--- config.mk ---
export PLATFORM = sky130hd
export DESIGN_NAME = u111_lb_target
export DESIGN_NICKNAME = d
export VERILOG_FILES = /design/src/rtl/u111_pkg.sv /design/src/rtl/u111_ws_counter.sv /design/src/rtl/u111_lb_target.sv
export SDC_FILE = /design/constraint.sdc
export NUM_CORES = 1
export LEC_CHECK = 0
export ABC_AREA = 1
export CORE_MARGIN = 8
export CORE_UTILIZATION = 55
export CTS_CLUSTER_DIAMETER = 150
export DETAILED_ROUTE_END_ITERATION = 8
export DONT_BUFFER_PORTS = 1
export GPL_ROUTABILITY_DRIVEN = 0
export HOLD_SLACK_MARGIN = 0.08
export PLACE_DENSITY_LB_ADDON = 0.15
export SLEW_MARGIN = 20
export SYNTH_ARGS = -nofsm -noshare
export SYNTH_HDL_FRONTEND = slang
export SYNTH_SLANG_ARGS = --single-unit
--- constraint.sdc ---
create_clock -name CLK40 -period 1.69 [get_ports CLK40]
set_input_delay 0.507 -clock CLK40 [delete_from_list [all_inputs] [get_ports CLK40]]
set_output_delay 0.507 -clock CLK40 [all_outputs]
set_load 0.01 [all_outputs]
--- src/rtl/u111_pkg.sv ---
// Purpose      : shared state encoding and bus constants for the U111 local-bus cycle logic.
// Latency      : none (declarations only).
// Backpressure : none (declarations only).
package u111_pkg;

  // Local-bus responder cycle phases.
  typedef enum logic [1:0] {
    ST_IDLE    = 2'd0,
    ST_WAIT    = 2'd1,
    ST_ACK     = 2'd2,
    ST_RECOVER = 2'd3
  } lb_state_t;

  // PORTSIZE pin encoding seen by the U111 bus-sizing logic.
  localparam logic PORTSIZE_16 = 1'b1;
  localparam logic PORTSIZE_32 = 1'b0;

  // Byte lanes presented to the register file: a 16-bit port lives on D_UU/D_UM.
  localparam logic [3:0] REG_BE_16 = 4'b1100;
  localparam logic [3:0] REG_BE_32 = 4'b1111;

  // Wait-state counter width; bounds WAIT_STATES to 0..15.
  localparam int WS_CNT_W = 4;

endpackage

--- src/rtl/u111_ws_counter.sv ---
// Purpose      : loadable wait-state down-counter with a "last wait cycle" flag.
// Latency      : count visible the cycle after load; terminal is combinational from the count.
// Backpressure : none; en simply freezes the count.
// Ports: core_clk/arst_n clock and async active-low reset; load/load_val preset the count;
//        en decrements (saturating at zero); terminal is high while the count equals 1.
module u111_ws_counter
  import u111_pkg::*;
(
  input  logic                core_clk,
  input  logic                arst_n,
  input  logic                load,
  input  logic [WS_CNT_W-1:0] load_val,
  input  logic                en,
  output logic                terminal
);

  logic [WS_CNT_W-1:0] cnt;

  always_ff @(posedge core_clk or negedge arst_n) begin
    if (!arst_n) begin
      cnt <= '0;
    end else if (load) begin
      cnt <= load_val;
    end else if (en && (cnt != '0)) begin
      cnt <= cnt - WS_CNT_W'(1);
    end
  end

  // Terminal at 1 rather than 0 so the acknowledge phase starts exactly WAIT_STATES edges after accept.
  assign terminal = (cnt == WS_CNT_W'(1));

endmodule

--- src/rtl/u111_lb_target.sv ---
// Purpose      : local-bus responder answering U111 TSn cycles for one decoded slave, with a REG_* strobe port.
// Latency      : TACKn low in the cycle WAIT_STATES+1 after the accepting edge; REG_RE next cycle, REG_WE after TACKn.
// Backpressure : none; the register file must honour REG_RE/REG_WE within the programmed wait states.
// Ports: CLK40/RESETn clock and async active-low reset; TSn/SELn/RnW/A_AMIGA/A_HI/D_IN from the U111 side;
//        D_OUT/D_OEn, TACKn/PORTSIZE/TACK_OEn back to the bus (pads live at the top level);
//        REG_ADDR/REG_BE/REG_RE/REG_RDATA/REG_WE/REG_WDATA to the on-card register file.
module u111_lb_target
  import u111_pkg::*;
#(
  parameter int WAIT_STATES = 2,
  parameter bit PORT16      = 1'b1,
  parameter int ADDR_W      = 6
) (
  input  logic              CLK40,
  input  logic              RESETn,
  input  logic              TSn,
  input  logic              SELn,
  input  logic              RnW,
  input  logic [1:0]        A_AMIGA,
  input  logic [ADDR_W-2:0] A_HI,
  input  logic [31:0]       D_IN,
  output logic [31:0]       D_OUT,
  output logic              D_OEn,
  output logic              TACKn,
  output logic              PORTSIZE,
  output logic              TACK_OEn,
  output logic [ADDR_W-1:0] REG_ADDR,
  output logic [3:0]        REG_BE,
  output logic              REG_RE,
  input  logic [31:0]       REG_RDATA,
  output logic              REG_WE,
  output logic [31:0]       REG_WDATA
);

  if ((WAIT_STATES < 0) || (WAIT_STATES > 15)) begin : g_ws_range_err
    $error("u111_lb_target: WAIT_STATES must be in 0..15");
  end

  localparam logic [WS_CNT_W-1:0] WS_LOAD  = WS_CNT_W'(WAIT_STATES);
  localparam logic [31:0]         RD_MASK  = PORT16 ? 32'hFFFF_0000 : 32'hFFFF_FFFF;
  localparam logic                PS_VALUE = PORT16 ? PORTSIZE_16 : PORTSIZE_32;

  lb_state_t         state;
  lb_state_t         state_nxt;
  logic              accept;
  logic              rnw_q;
  logic              ws_done;
  logic [ADDR_W-1:0] addr_nxt;
  logic              unused_a0;

  assign accept    = (state == ST_IDLE) && !TSn && !SELn;
  // A 16-bit port indexes words, so A1 selects the half; a 32-bit port indexes longwords.
  assign addr_nxt  = PORT16 ? {A_HI, A_AMIGA[1]} : {A_HI, 1'b0};
  assign unused_a0 = A_AMIGA[0];
  assign REG_BE    = PORT16 ? REG_BE_16 : REG_BE_32;

  u111_ws_counter u_ws_cnt (
    .core_clk (CLK40),
    .arst_n   (RESETn),
    .load     (accept),
    .load_val (WS_LOAD),
    .en       (state == ST_WAIT),
    .terminal (ws_done)
  );

  always_ff @(posedge CLK40 or negedge RESETn) begin
    if (!RESETn) begin
      state <= ST_IDLE;
    end else begin
      state <= state_nxt;
    end
  end

  always_comb begin
    state_nxt = state;
    case (state)
      ST_IDLE: begin
        if (accept) begin
          state_nxt = (WAIT_STATES > 0) ? ST_WAIT : ST_ACK;
        end
      end
      ST_WAIT: begin
        if (ws_done) begin
          state_nxt = ST_ACK;
        end
      end
      ST_ACK:     state_nxt = ST_RECOVER;
      ST_RECOVER: state_nxt = ST_IDLE;
      default:    state_nxt = ST_IDLE;
    endcase
  end

  // Pad-facing outputs are registered from the next state so they change cleanly on the clock.
  // TSn arriving in ACK/RECOVER is ignored because accept is only decoded in IDLE.
  always_ff @(posedge CLK40 or negedge RESETn) begin
    if (!RESETn) begin
      TACKn     <= 1'b1;
      TACK_OEn  <= 1'b1;
      D_OEn     <= 1'b1;
      PORTSIZE  <= PORTSIZE_32;
      REG_RE    <= 1'b0;
      REG_WE    <= 1'b0;
      D_OUT     <= '0;
      REG_WDATA <= '0;
      REG_ADDR  <= '0;
      rnw_q     <= 1'b0;
    end else begin
      TACKn    <= (state_nxt != ST_ACK);
      TACK_OEn <= (state_nxt == ST_IDLE);
      PORTSIZE <= (state_nxt == ST_IDLE) ? PORTSIZE_32 : PS_VALUE;
      REG_RE   <= accept && RnW;
      REG_WE   <= (state == ST_ACK) && !rnw_q;

      if (accept) begin
        rnw_q    <= RnW;
        REG_ADDR <= addr_nxt;
        D_OEn    <= !RnW;
      end else if (state_nxt == ST_IDLE) begin
        D_OEn    <= 1'b1;
      end

      // Sample read data on every wait edge so the last one before ACK wins. With zero
      // wait states the only sample is the accept edge, so REG_RDATA must be combinational.
      if (((state == ST_WAIT) && rnw_q) || (accept && RnW && (WAIT_STATES == 0))) begin
        D_OUT <= REG_RDATA & RD_MASK;
      end

      // Write data is held by the U111 through the acknowledge cycle.
      if ((state == ST_ACK) && !rnw_q) begin
        REG_WDATA <= D_IN;
      end
    end
  end

endmodule

==> metrics.log, run 1 <==
[metrics] cell type contributing the most total cell area after synthesis: dfrtp_1
[metrics] violations in the final reports: hold timing
[metrics] PD cells: 2030 nW/µm²
[metrics] Total Routing Usage GR: 15.2%
[metrics] vias in the first global route: 1872
[metrics] final setup violating endpoints: 0
[metrics] number of distinct standard cells referenced by the synthesized netlist: 21
[metrics] setup_tns: 0 ps
[metrics] result of the run: finished, violations left
[metrics] RSZ-0062 raised after global routing: false
[metrics] register bit count reported by yosys: 67
[metrics] via count: 1785
[metrics] clock transition at the register clock pins on the worst setup and hold paths after CTS: 70 ps
[metrics] cells after synthesis: 293
[metrics] clock skew after layout: 9.78 ps
[metrics] Core Box Area: 5070 µm²
[metrics] clock tree from TritonCTS: done
[metrics] post-detail-place hpwl: 4350 µm
[metrics] pin count of the biggest net entering global routing: 68
[metrics] post-cts gate resize count: 0
[metrics] Worst Setup Path Type: reg -> reg
[metrics] Layout Cell Area excl Fill: 3040 µm²
[metrics] number of buffers added by the clock tree synthesis step: 9
[metrics] total number of nets in the final design: 382
[metrics] GRT Residual Overflow: 0
[metrics] Post-CTS Setup Repair Bufs: 0
[metrics] min Tclk post-route: 1510 ps
[metrics] Synth Area in Compound Gates: 0.959%
[metrics] number of enable flip-flop cells after synthesis: 0
[metrics] endpoint kind of the worst setup timing path: flip-flop
[metrics] leakage power: 0.00167 µW
[metrics] number of top-level pins: 156
[metrics] routed length per instance: 15.7 µm
[metrics] M2 GR Usage: 23.0%
[metrics] cell with the most instances after synthesis: nand2_1
[metrics] largest vdd supply drop: 0.959 mV
[metrics] number of vias per cell: 4.77
[metrics] Initial Utilization: 56.6%
[metrics] summed instance area of the synthesized netlist: 2870 µm²
[metrics] Antenna Violating Nets Remaining: 0
[metrics] GR peak layer: met2
[metrics] worst-skew pair later-pin latency: 320 ps
[metrics] Startpoint Class: flip-flop
[metrics] DIE HEIGHT: 88.2 µm
[metrics] largest family of logic cells by synthesized area: simple AND/OR/NAND/NOR gates
[metrics] average instance area after synthesis: 9.80 µm²
[metrics] number of sinks handled by clock tree synthesis: 67
[metrics] initial antenna violation count: 0
[metrics] number of detailed-routing iterations run before antenna repair: 6
[metrics] met1 Resource Use GR: 17.7%
[metrics] buffers from clock root to sink, at most: 2
[metrics] top_reg_cell synth: dfrtp_1
[metrics] WL final: 5880 µm
[metrics] count of buffers from port buffering: 0
[metrics] adder and majority cell fraction of the synthesized area: 3.05%
[metrics] deepest level of the CTS H-tree: 3
[metrics] starting DRC count in detailed routing: 89
[metrics] sequential share of the synthesized area: 58.5%
[metrics] maximum clock frequency: 663 MHz
[metrics] Worst Hold Slack: -131 ps
[metrics] final antenna diode count: 0
[metrics] most numerous cell types in the synthesized netlist: nand2_1 (138), dfrtp_1 (64), buf_4 (20), inv_1 (14), mux2_4 (10)
[metrics] Core Rows: 26
[metrics] Yosys top cell area share: 55.8%
[metrics] yosys synthesis warning count: 0
[metrics] Die Area: 7790 µm²
[metrics] Die X-Extent: 88.2 µm
[metrics] Synth Area in XOR/XNOR: 0%
[metrics] final hold violations: 64
[metrics] global routing usage on met3: 7.52%
[metrics] Area Overhead vs Synth: 5.80%
[metrics] DRC Markers: 0
[metrics] global-route wire length before repair: 9120 µm
[metrics] top fanout value on the critical path: 33
[metrics] mux cell area share after synthesis: 7.59%
[metrics] final worst path period share: 89.2%
[metrics] cell types with the largest area share after synthesis: dfrtp_1 (56%), nand2_1 (18%), buf_4 (5.2%), mux2_4 (5.2%), ha_1 (3.1%)
[metrics] area of placed instances: 2870 µm²
[metrics] maximum capacitance violations: 0
[metrics] CTS root buf: clkbuf_8
[metrics] worst min-delay path category: in -> async
[metrics] simple-gate portion of the synthesized area: 20.8%
[metrics] layout cell share with drive strength beyond 1: 13.8%
[metrics] proportion of register bits with asynchronous set or reset after synthesis: 100%
[metrics] Crit path arrival time: 1770 ps
[metrics] max-slew violation count: 0
[metrics] required time reported for the critical path endpoint: 1950 ps
==> worst paths after layout <==
path	end	cells after the start	from	slack [ps]
min in group CLK40	REG_WDATA[16]	2	D_IN[16]	290
setup reg to reg	REG_WDATA[6]	7	state[0]	180
hold reg to reg	D_OEn	2	D_OEn	520
max in group asynchronous	TACKn	0	RESETn	1640
setup / recovery	REG_WDATA[6]	7	state[0]	180
hold / removal	state[1]	0	RESETn	-130
==> power breakdown <==
group	total [µW]	leakage [µW]	internal [µW]	switching, µW
registers	3350	0.000807	2430	927
clock network	1120	0.0000928	565	559
logic	1680	0.000766	796	885
total	6160	0.00167	3790	2370
==> layout by cell type (no fill, tap or decap) <==
| cell type | Yosys | layout |
|---|---|---|
| inv_2 | 1 | 1 |
| nand4_1 | 2 | 2 |
| conb_1 | 2 | 20 |
| o211ai_1 | 1 | 1 |
| o21ai_0 | 3 | 3 |
| a21oi_1 | 1 | 1 |
| clkinv_2 | 0 | 4 |
| nand2_1 | 138 | 138 |
| nor2_1 | 7 | 7 |
| nand2_4 | 1 | 1 |
| dfstp_2 | 3 | 3 |
| clkbuf_1 | 0 | 1 |
| clkinv_4 | 0 | 1 |
| ha_1 | 7 | 7 |
| inv_1 | 14 | 14 |
| mux2_2 | 6 | 6 |
| dfrtp_1 | 64 | 64 |
| clkbuf_8 | 0 | 10 |
| mux2_4 | 10 | 10 |
| buf_4 | 20 | 5 |
| nand3b_1 | 1 | 1 |
| nand3_1 | 3 | 3 |
| or2_2 | 1 | 1 |
==> state kept, by name, summed over array words and instances (netlist names) <==
name          flops
D_OEn             1
D_OUT            16
PORTSIZE          1
REG_ADDR          6
REG_RE            1
REG_WDATA        32
REG_WE            1
TACK_OEn          1
TACKn             1
rnw_q             1
state             2
u_ws_cnt.cnt      4
==> critical path: stages, from the launching register on <==
cell and delay [ps]:
dfrtp_1 420, inv_1 160, ha_1 200, nand2_1 110, inv_1 70, buf_4 300, nand2_1 110, nand2_1 70
==> routing by layer <==
metal,wire [µm],part of all wire [%],vias to the layer above
li1,-,-,867
met1,2330,40,819
met2,2710,46,90
met3,770,13,9
met4,76,1.3,0
met5,0,0,-
==> final cells by class <==
| class | instances | area (µm²) |
|---|---|---|
| Fill cell | 463 | 2040 |
| Inverter | 15 | 56.3 |
| Multi-Input combinational cell | 201 | 1000 |
| Clock buffer | 11 | 141 |
| Clock inverter | 5 | 28.8 |
| Sequential cell | 67 | 1680 |
| Timing Repair Buffer | 5 | 37.5 |
| Tap cell | 70 | 87.6 |
==> cell families after synthesis <==
kind of cell | after synthesis
and+or+nand+nor | 153
DFF | 67
adders and majority gates | 7
other | 2
muxes | 16
AOI/OAI and AO/OA | 5
buffers and inverters | 43
==> per-stage QoR <==
| stage | power, µW | worst slack, ps | util, % | std cells |
|---|---|---|---|---|
| 2_1_floorplan | 4670 | 304 | - | 311 |
| 3_3_place_gp | 5020 | 228 | 56.5 | 358 |
| 3_5_place_dp | 5090 | 192 | 56.5 | 358 |
| 4_1_cts | 6250 | 159 | 59.8 | 374 |
| 5_1_grt | 6670 | 84.5 | 59.8 | 374 |
| 6_report | 6160 | 182 | 59.8 | 374 |
No activity file was read; power rests on OpenSTA's default activity.
==> inputs of run 2 (changes only) <==
CTS_CLUSTER_DIAMETER = 100   (was 150)
PLACE_DENSITY = 0.76   (was not set)
PLACE_DENSITY_LB_ADDON = not set   (was 0.15)
clock period = 1.75 ns   (was 1.69 ns; I/O delays follow)
==> metrics.log, run 2 (synthesized netlist as in run 1, its figures left out) <==
[metrics] vias in the first global route: 1850 (-1.2%)
[metrics] Worst Setup Path Type: reg -> reg
[metrics] flip-flop count of the largest register, all copies and words added: 32 (unchanged)
[metrics] RSZ-0062 raised after global routing: false
[metrics] largest vdd supply drop: 0.919 mV (-4.2%)
[metrics] via count: 1794 (+0.50%)
[metrics] GRT Residual Overflow: 0 (unchanged)
[metrics] leakage power: 0.00167 µW (+0.29%)
[metrics] global routing usage on met3: 7.89% (+0.37 points)
[metrics] layout cell share with drive strength beyond 1: 13.5% (-0.28 points)
[metrics] number of detailed-routing iterations run before antenna repair: 4 (-2)
[metrics] final hold violations: 64 (unchanged)
[metrics] result of the run: finished, violations left
[metrics] area of placed instances: 2870 µm² (+0.17%)
[metrics] core utilization of the finished layout: 60.4% (+0.57 points)
[metrics] Antenna Violating Nets Remaining: 0 (unchanged)
[metrics] Die Area: 7790 µm² (unchanged)
[metrics] required time reported for the critical path endpoint: 2000 ps (+50 ps)
[metrics] Pwr Total: 6110 µW (-0.80%)
[metrics] PD cells: 1990 nW/µm² (-1.7%)
[metrics] final worst path period share: 89.1% (-0.098 points)
[metrics] post-detail-place hpwl: 4440 µm (+2.0%)
[metrics] Post-CTS Setup Repair Bufs: 0 (unchanged)
[metrics] number of sinks handled by clock tree synthesis: 67 (unchanged)
[metrics] buffers from clock root to sink, at most: 2 (unchanged)
[metrics] setup_tns: 0 ps (unchanged)
[metrics] number of buffers added by the clock tree synthesis step: 9 (unchanged)
[metrics] Total Routing Usage GR: 15.0% (-0.20 points)
[metrics] starting DRC count in detailed routing: 36 (-60%)
[metrics] post-cts gate resize count: 0 (unchanged)
[metrics] maximum clock frequency: 641 MHz (-3.3%)
[metrics] routed length per instance: 15.7 µm (-0.45%)
[metrics] Die X-Extent: 88.2 µm (unchanged)
[metrics] number of top-level pins: 156 (unchanged)
[metrics] violations in the final reports: hold timing
[metrics] met1 Resource Use GR: 17.0% (-0.76 points)
[metrics] commonest cells after routing, fill and taps aside: nand2_1 (138), dfrtp_1 (64), conb_1 (20), inv_1 (14)
[metrics] CTS root buf: clkbuf_8
[metrics] maximum capacitance violations: 0 (unchanged)
[metrics] Startpoint Class: flip-flop
[metrics] top fanout value on the critical path: 9 (-73%)
[metrics] final antenna diode count: 0 (unchanged)
[metrics] DIE HEIGHT: 88.2 µm (unchanged)
[metrics] commonest non-fill, non-tap cell in the layout: nand2_1
[metrics] WL final: 5840 µm (-0.71%)
[metrics] clock transition at the register clock pins on the worst setup and hold paths after CTS: 70 ps (about the same)
[metrics] worst-skew pair later-pin latency: 330 ps (about the same)
[metrics] worst min-delay path category: in -> async
[metrics] total number of nets in the final design: 381 (-0.26%)
[metrics] Crit path arrival time: 1810 ps (+40 ps)
[metrics] Core Box Area: 5070 µm² (unchanged)
[metrics] initial antenna violation count: 0 (unchanged)
[metrics] largest registers: REG_WDATA (32), D_OUT (16), REG_ADDR (6)
[metrics] min Tclk post-route: 1560 ps (+51.8 ps)
[metrics] Core Rows: 26 (unchanged)
[metrics] clock tree from TritonCTS: done
[metrics] pin count of the biggest net entering global routing: 68 (unchanged)
[metrics] Area Overhead vs Synth: 6.80%
[metrics] deepest level of the CTS H-tree: 3 (unchanged)
[metrics] clock skew after layout: 6.89 ps (-2.89 ps)
[metrics] Worst Hold Slack: -114 ps (+16.4 ps)
[metrics] GR peak layer: met2
[metrics] global-route wire length before repair: 8890 µm (-2.6%)
[metrics] endpoint kind of the worst setup timing path: flip-flop
[metrics] M2 GR Usage: 22.3% (-0.68 points)
[metrics] max-slew violation count: 0 (unchanged)
[metrics] Layout Cell Area excl Fill: 3070 µm² (+0.95%)
[metrics] number of vias per cell: 4.81 (+0.77%)
[metrics] count of buffers from port buffering: 0 (unchanged)
[metrics] final setup violating endpoints: 0 (unchanged)
[metrics] Initial Utilization: 56.6% (unchanged)
[metrics] register ranked first by flip-flop count: REG_WDATA
[metrics] DRC Markers: 0 (unchanged)
==> run 2: cell count changes in the layout (fill, tap and decap cells not counted) <==
cell,delta
bufinv_16,+1
buf_12,+1
clkinvlp_4,+1
buf_4,-2
clkinv_4,-1
clkinv_2,-1
==> run 2: path summary, 6_finish.rpt <==
path | start | end | slack, ps | cells after the start
max | state[0] | D_OEn | 190 | 7
min | RESETn | REG_WDATA[10] | -110 | 0
max reg2reg | state[0] | D_OEn | 190 | 7
min reg2reg | D_OEn | D_OEn | 510 | 2
max in group asynchronous | RESETn | TACKn | 1660 | 0
min in group CLK40 | D_IN[10] | REG_WDATA[10] | 300 | 2
==> run 2: layer usage <==
| metal | routed length [µm] | vias to the layer above |
|---|---|---|
| li1 | - | 863 |
| met1 | 2280 | 826 |
| met2 | 2630 | 94 |
| met3 | 824 | 11 |
| met4 | 106 | 0 |
| met5 | 0 | - |
==> run 2: stage by stage <==
step	instances	worst slack (ps)
after CTS	373	193
final	373	190
after detailed placement	357	218
after global routing	373	73.3
after global placement	357	269
after floorplan	311	364
==> run 2: where the power goes <==
part,switching (µW),internal [µW]
logic,877,778
clock network,534,690
registers,887,2340
==> run 2: area by class of cell <==
type / count / area [µm²]
clock inverters: 5 / 52.6
fillers: 446 / 2010
well taps: 70 / 87.6
flip-flops and latches: 67 / 1680
repair buffers: 4 / 42.5
inverters: 15 / 56.3
clock buffers: 11 / 141
multi-input cells: 201 / 1000
==> run 2: critical path: stages, from the launching register on <==
cell      delay (ps)
dfrtp_1          400
inv_1            150
ha_1             170
nand3b_1         260
inv_2            250
nand2_1          100
inv_1             90
o21ai_0           70
==> inputs of run 3 (changes only) <==
CAP_MARGIN = 40   (was not set)
==> results of run 3 <==
The final DEF is identical to that of run 2; final timing and power are the same.
